**config.mk**
```make
export PLATFORM = sky130hd
export DESIGN_NAME = hazard_scoreboard
export DESIGN_NICKNAME = d
export VERILOG_FILES = /design/src/rtl/hazard_scoreboard.sv
export SDC_FILE = /design/constraint.sdc
export NUM_CORES = 1
export LEC_CHECK = 0
export CAP_MARGIN = 25
export CORE_ASPECT_RATIO = 0.8
export CORE_MARGIN = 2
export CORE_UTILIZATION = 49
export CTS_CLUSTER_DIAMETER = 80
export DETAILED_ROUTE_END_ITERATION = 16
export PLACE_DENSITY_LB_ADDON = 0.3
export SETUP_SLACK_MARGIN = 0.15
export SLEW_MARGIN = 20
export SYNTH_ARGS = -nofsm -noshare
export SYNTH_HDL_FRONTEND = slang
export SYNTH_SLANG_ARGS = --single-unit
```
**constraint.sdc**
```tcl
create_clock -name clk -period 3.6 [get_ports clk]
set_input_delay 1.08 -clock clk [delete_from_list [all_inputs] [get_ports clk]]
set_output_delay 1.08 -clock clk [all_outputs]
set_load 0.05 [all_outputs]
```
**src/rtl/hazard_scoreboard.sv**
```systemverilog
// RAW-hazard scoreboard and forwarding-select generator that sits beside decode.
// Define SCOREBOARD_FWD_EN to enable forwarding; otherwise any in-flight producer stalls.
module hazard_scoreboard #(
    parameter int REG_AW     = 5,
    parameter int DEPTH      = 3,
    parameter int LOAD_STAGE = 2,
    parameter int FW         = $clog2(DEPTH + 1)
) (
    input  logic              clk,
    input  logic              rst,
    input  logic              id_valid,
    input  logic [REG_AW-1:0] id_rs,
    input  logic [REG_AW-1:0] id_rt,
    input  logic              id_rs_used,
    input  logic              id_rt_used,
    input  logic [REG_AW-1:0] id_rd,
    input  logic              id_wen,
    input  logic              id_is_load,
    input  logic              flush,
    input  logic              hold,
    output logic              stall,
    output logic [FW-1:0]     fwd_a_sel,
    output logic [FW-1:0]     fwd_b_sel
);

`ifdef SCOREBOARD_FWD_EN
    localparam bit FWD_EN = 1'b1;
`else
    localparam bit FWD_EN = 1'b0;
`endif

    logic [DEPTH:1]    v_q, v_d;
    logic [DEPTH:1]    wen_q, wen_d;
    logic [DEPTH:1]    ld_q, ld_d;
    logic [REG_AW-1:0] rd_q [1:DEPTH];
    logic [REG_AW-1:0] rd_d [1:DEPTH];

    logic [FW:0] res_a, res_b;
    logic        accept;

    // Returns {hazard, select}; scanning old-to-young lets the youngest match win.
    function automatic logic [FW:0] lookup(input logic [REG_AW-1:0] src,
                                           input logic              used);
        logic          found;
        logic          ready;
        logic          is_ld;
        logic [FW-1:0] k_hit;
        found = 1'b0;
        is_ld = 1'b0;
        k_hit = '0;
        for (int k = DEPTH; k >= 1; k--) begin
            if (v_q[k] && wen_q[k] && rd_q[k] == src) begin
                found = 1'b1;
                k_hit = FW'(k);
                is_ld = ld_q[k];
            end
        end
        found = found & (src != '0) & used & id_valid;
        ready = FWD_EN & ~(is_ld & (int'(k_hit) < LOAD_STAGE));
        return {found & ~ready, (found & ready) ? k_hit : {FW{1'b0}}};
    endfunction

    always_comb begin
        res_a     = lookup(id_rs, id_rs_used);
        res_b     = lookup(id_rt, id_rt_used);
        stall     = (res_a[FW] | res_b[FW]) & ~flush;
        fwd_a_sel = res_a[FW-1:0];
        fwd_b_sel = res_b[FW-1:0];
    end

    assign accept = id_valid & ~stall & ~flush;

    always_comb begin
        v_d   = v_q;
        wen_d = wen_q;
        ld_d  = ld_q;
        rd_d  = rd_q;
        if (!hold) begin
            v_d   = {v_q[DEPTH-1:1], accept};
            wen_d = {wen_q[DEPTH-1:1], accept & id_wen};
            ld_d  = {ld_q[DEPTH-1:1], accept & id_is_load};
            for (int k = DEPTH; k >= 2; k--) begin
                rd_d[k] = rd_q[k-1];
            end
            rd_d[1] = accept ? id_rd : '0;
        end
    end

    always_ff @(posedge clk or negedge rst) begin
        if (!rst) begin
            v_q   <= '0;
            wen_q <= '0;
            ld_q  <= '0;
            for (int k = 1; k <= DEPTH; k++) begin
                rd_q[k] <= '0;
            end
        end else begin
            v_q   <= v_d;
            wen_q <= wen_d;
            ld_q  <= ld_d;
            rd_q  <= rd_d;
        end
    end

endmodule

```
==> impl_metrics.json <==
{
  "power.density_nw_per_um2": 311,
  "hold_path.class": "register to register",
  "die-width_um": 61.2,
  "ys_seq_area_share_pct": 41.0,
  "synth_top_family_by_area": "XOR/XNOR gates",
  "required_time_of_the_critical_path_ns": 2.52,
  "p_seq_share_pct": 53.2,
  "grt_pass1_wl_mm": 4.55,
  "holdBufCountCts": 0,
  "starting_density_pct": 52.0,
  "layout_cells_sized_above_1_pct": 34.2,
  "detail_route.wirelength.met1_mm": 1.23,
  "io-pin-count": 29,
  "max_freq_mhz": 286,
  "post-route-period-util_pct": 97.0,
  "synth-edff-count": 0,
  "report.final.setup_viol": 0,
  "ctsLongestPathBuffers": 2,
  "worst_setup_hold_path_clk_slew_ns": 0.12,
  "synthesized_flop_and_latch_total": 21,
  "worst_pin_slew_ns": 0.501,
  "top_signal_layer_used": "met4",
  "die_height_um": 49.7,
  "relSlewSlack_pct": 66.5,
  "power_switching_w": 0.000161,
  "grt_start_max_net_pins": 29,
  "max-cap-violations": 0,
  "layout.nets": 171,
  "yosys.cell_types.count": 21,
  "hpwlAfterDp_mm": 2.12,
  "vias_per_cell": 5.46,
  "async_reset_ff_share_pct": 100,
  "worst_clock_skew_ns": 0.00284,
  "postSynthAreaPerCell_um2": 11.1,
  "rsz_0062_raised_after_global_routing": "yes",
  "synth.cell_area_um2": 1280,
  "drc": 0,
  "num_antenna_cells": 0,
  "core-area_um2": 2460,
  "critical_path.endpoint_type": "output pin",
  "yosys.area_share.simple_pct": 14.6,
  "crit_arrival_ns": 2.41,
  "numCtsBuffers": 3,
  "cts_tree": "built",
  "clock_sink_count": 21,
  "synthDominantCellAreaShare_pct": 41.0,
  "row_cnt": 16,
  "period_minus_slack_ns": 3.49,
  "yosys.area.top_type": "sky130_fd_sc_hd__dfrtp_1",
  "dominantRegCellSynth": "sky130_fd_sc_hd__dfrtp_1",
  "timing.final.max_slew_violations": 0,
  "detailroute.wirelength.met3_um": 161,
  "design_internal_power_w": 0.000365,
  "clock_power_share_pct": 21.9,
  "cts.root.buffer_cell": "sky130_fd_sc_hd__clkbuf_4",
  "via_count_of_the_first_global_routing_pass": 985,
  "global_route.usage.total_pct": 20.6,
  "power_frac_comb_pct": 24.9,
  "dr_wl_met2_mm": 1.31,
  "number_of_synthesis_warnings": 0,
  "synth_xor_area_share_pct": 20.5,
  "routedWlPerCell_um": 15.0,
  "multiplexer_fraction_of_the_synthesized_cell_area_pct": 12.3,
  "areaGrowthSynthToFinish_pct": 32.0,
  "clk_latency_ns": 0.31,
  "synth_cells": 115,
  "fp.dieArea_um2": 3040,
  "finalCoreUtilization_pct": 68.7,
  "synth_compound_area_share_pct": 7.81,
  "drt_iter0_markers": 33,
  "max-vdd-ir-drop_uv": 116,
  "critical_path.startpoint_type": "input pin",
  "vias": 994,
  "critical_path.max_fanout": 4,
  "result_of_the_run": "complete, no violations",
  "totalWireLength_mm": 2.74,
  "criticalPathCategory": "input pin to output pin",
  "routabilityCongestion": 0.856,
  "drt_first_pass_iters": 6,
  "fin_tns_setup_ns": 0,
  "htree_num_levels": 1,
  "power.static_leakage_nw": 0.746,
  "yosys-top-cells-area": "sky130_fd_sc_hd__dfrtp_1 41%, sky130_fd_sc_hd__xor2_1 16%, sky130_fd_sc_hd__mux2_2 12%",
  "grt.overflow.total": 0,
  "power_switching_share_pct": 30.5,
  "hold_violations": 0,
  "holdWs_ns": 0.572,
  "grt_antenna_before_repair": 0,
  "io_buffer_count": 23,
  "route.antenna.remaining_nets": 0,
  "yosys.area_share.adder_pct": 0
}
## flip-flops by register name (all words and copies together), names as in the netlist
| name | flops |
|---|---|
| wen_q | 3 |
| rd_q | 15 |
| v_q | 3 |
## through the flow
step / setup slack, ns / power, W / instances / cell area (um2)
after floorplan: 0.216 / 0.000348 / 118 / 1290
after global placement: -0.307 / 0.000395 / 176 / 1590
after detailed placement: -0.355 / 0.000400 / 176 / 1590
after CTS: 0.121 / 0.000519 / 180 / 1630
after global routing: 0.0767 / 0.000554 / 182 / 1690
final: 0.108 / 0.000526 / 182 / 1690
## metal layers
layer / vias to the layer above / track usage, %
met2: 40 / 30.1
met1: 485 / 28.8
li1: 467 / -
met3: 2 / 5.25
met5: - / 0
met4: 0 / 7.97
## cell usage after synthesis (2+ instances only)
library cell                n
sky130_fd_sc_hd__nand3b_1   6
sky130_fd_sc_hd__o21ai_1    2
sky130_fd_sc_hd__or4_1      2
sky130_fd_sc_hd__nor4_2     2
sky130_fd_sc_hd__nand4_1    6
sky130_fd_sc_hd__o31ai_1    6
sky130_fd_sc_hd__nor4_1     4
sky130_fd_sc_hd__xor2_1    24
sky130_fd_sc_hd__a31oi_2    2
sky130_fd_sc_hd__xnor2_1    6
sky130_fd_sc_hd__mux2_2    14
sky130_fd_sc_hd__clkbuf_1   3
sky130_fd_sc_hd__dfrtp_1   21
sky130_fd_sc_hd__nand2_1    7
sky130_fd_sc_hd__buf_4      4
## cell type report
type / count / area, um2
Clock buffer: 3 / 22.5
Clock inverter: 1 / 5.00
Fill cell: 189 / 771
Multi-Input combinational cell: 89 / 782
Sequential cell: 21 / 526
Tap cell: 36 / 45.0
Timing Repair Buffer: 32 / 312
## cell usage in the layout, fill, tap and decap left out, types with 2 or more instances in the layout
| master | instances |
|---|---|
| sky130_fd_sc_hd__xor2_1 | 21 |
| sky130_fd_sc_hd__dfrtp_1 | 21 |
| sky130_fd_sc_hd__mux2_2 | 14 |
| sky130_fd_sc_hd__clkdlybuf4s50_1 | 12 |
| sky130_fd_sc_hd__nand2_1 | 7 |
| sky130_fd_sc_hd__buf_4 | 7 |
| sky130_fd_sc_hd__xnor2_1 | 6 |
| sky130_fd_sc_hd__nand4_1 | 6 |
| sky130_fd_sc_hd__nand3b_1 | 6 |
| sky130_fd_sc_hd__o31ai_1 | 6 |
| sky130_fd_sc_hd__buf_2 | 5 |
| sky130_fd_sc_hd__conb_1 | 4 |
| sky130_fd_sc_hd__buf_8 | 4 |
| sky130_fd_sc_hd__nor4_2 | 3 |
| sky130_fd_sc_hd__clkbuf_4 | 3 |
| sky130_fd_sc_hd__buf_6 | 3 |
| sky130_fd_sc_hd__nor4_1 | 2 |
| sky130_fd_sc_hd__or4_1 | 2 |
| sky130_fd_sc_hd__a31oi_2 | 2 |
| sky130_fd_sc_hd__xor2_2 | 2 |
## cell families after synthesis
group | count (synthesis)
xor+xnor | 30
simple gates | 29
flops | 21
mux | 14
compound gates | 12
buf+inv | 8
other cells | 1
## worst max-delay path, stage by stage
cell                      delay, ns
sky130_fd_sc_hd__buf_6         0.11
sky130_fd_sc_hd__xor2_1        0.15
sky130_fd_sc_hd__nor4_1        0.33
sky130_fd_sc_hd__nand4_1       0.16
sky130_fd_sc_hd__a31oi_2       0.26
sky130_fd_sc_hd__o21a_2        0.18
sky130_fd_sc_hd__buf_12        0.13
## final timing paths
| path | start | to | slack [ns] | cells past startpoint |
|---|---|---|---|---|
| setup / recovery | id_rs[1] | stall | 0.11 | 7 |
| hold / removal | wen_q[3] | wen_q[3] | 0.57 | 1 |
| setup reg to reg | rd_q[2] | wen_q[1] | 1.86 | 6 |
| hold reg to reg | wen_q[3] | wen_q[3] | 0.57 | 1 |
| max in group asynchronous | rst | v_q[3] | 2.19 | 2 |
| min in group asynchronous | rst | rd_q[3] | 1.01 | 1 |
## power groups by stage
| stage | Clock (W) | Combinational [W] | Sequential, W |
|---|---|---|---|
| after floorplan | 0 | 0.0000726 | 0.000276 |
| after CTS | 0.000118 | 0.000122 | 0.000279 |
| final | 0.000115 | 0.000131 | 0.000280 |
| after global routing | 0.000130 | 0.000141 | 0.000283 |
| after detailed placement | 0 | 0.000118 | 0.000282 |
| after global placement | 0 | 0.000114 | 0.000281 |
## what timing repair did
item                       in CTS  in global routing
buffers inserted                0                  0
pin swaps                      13                  5
gates resized for setup        55                  7
setup endpoints to repair       1                  1
(Power assumes the default switching activity.)
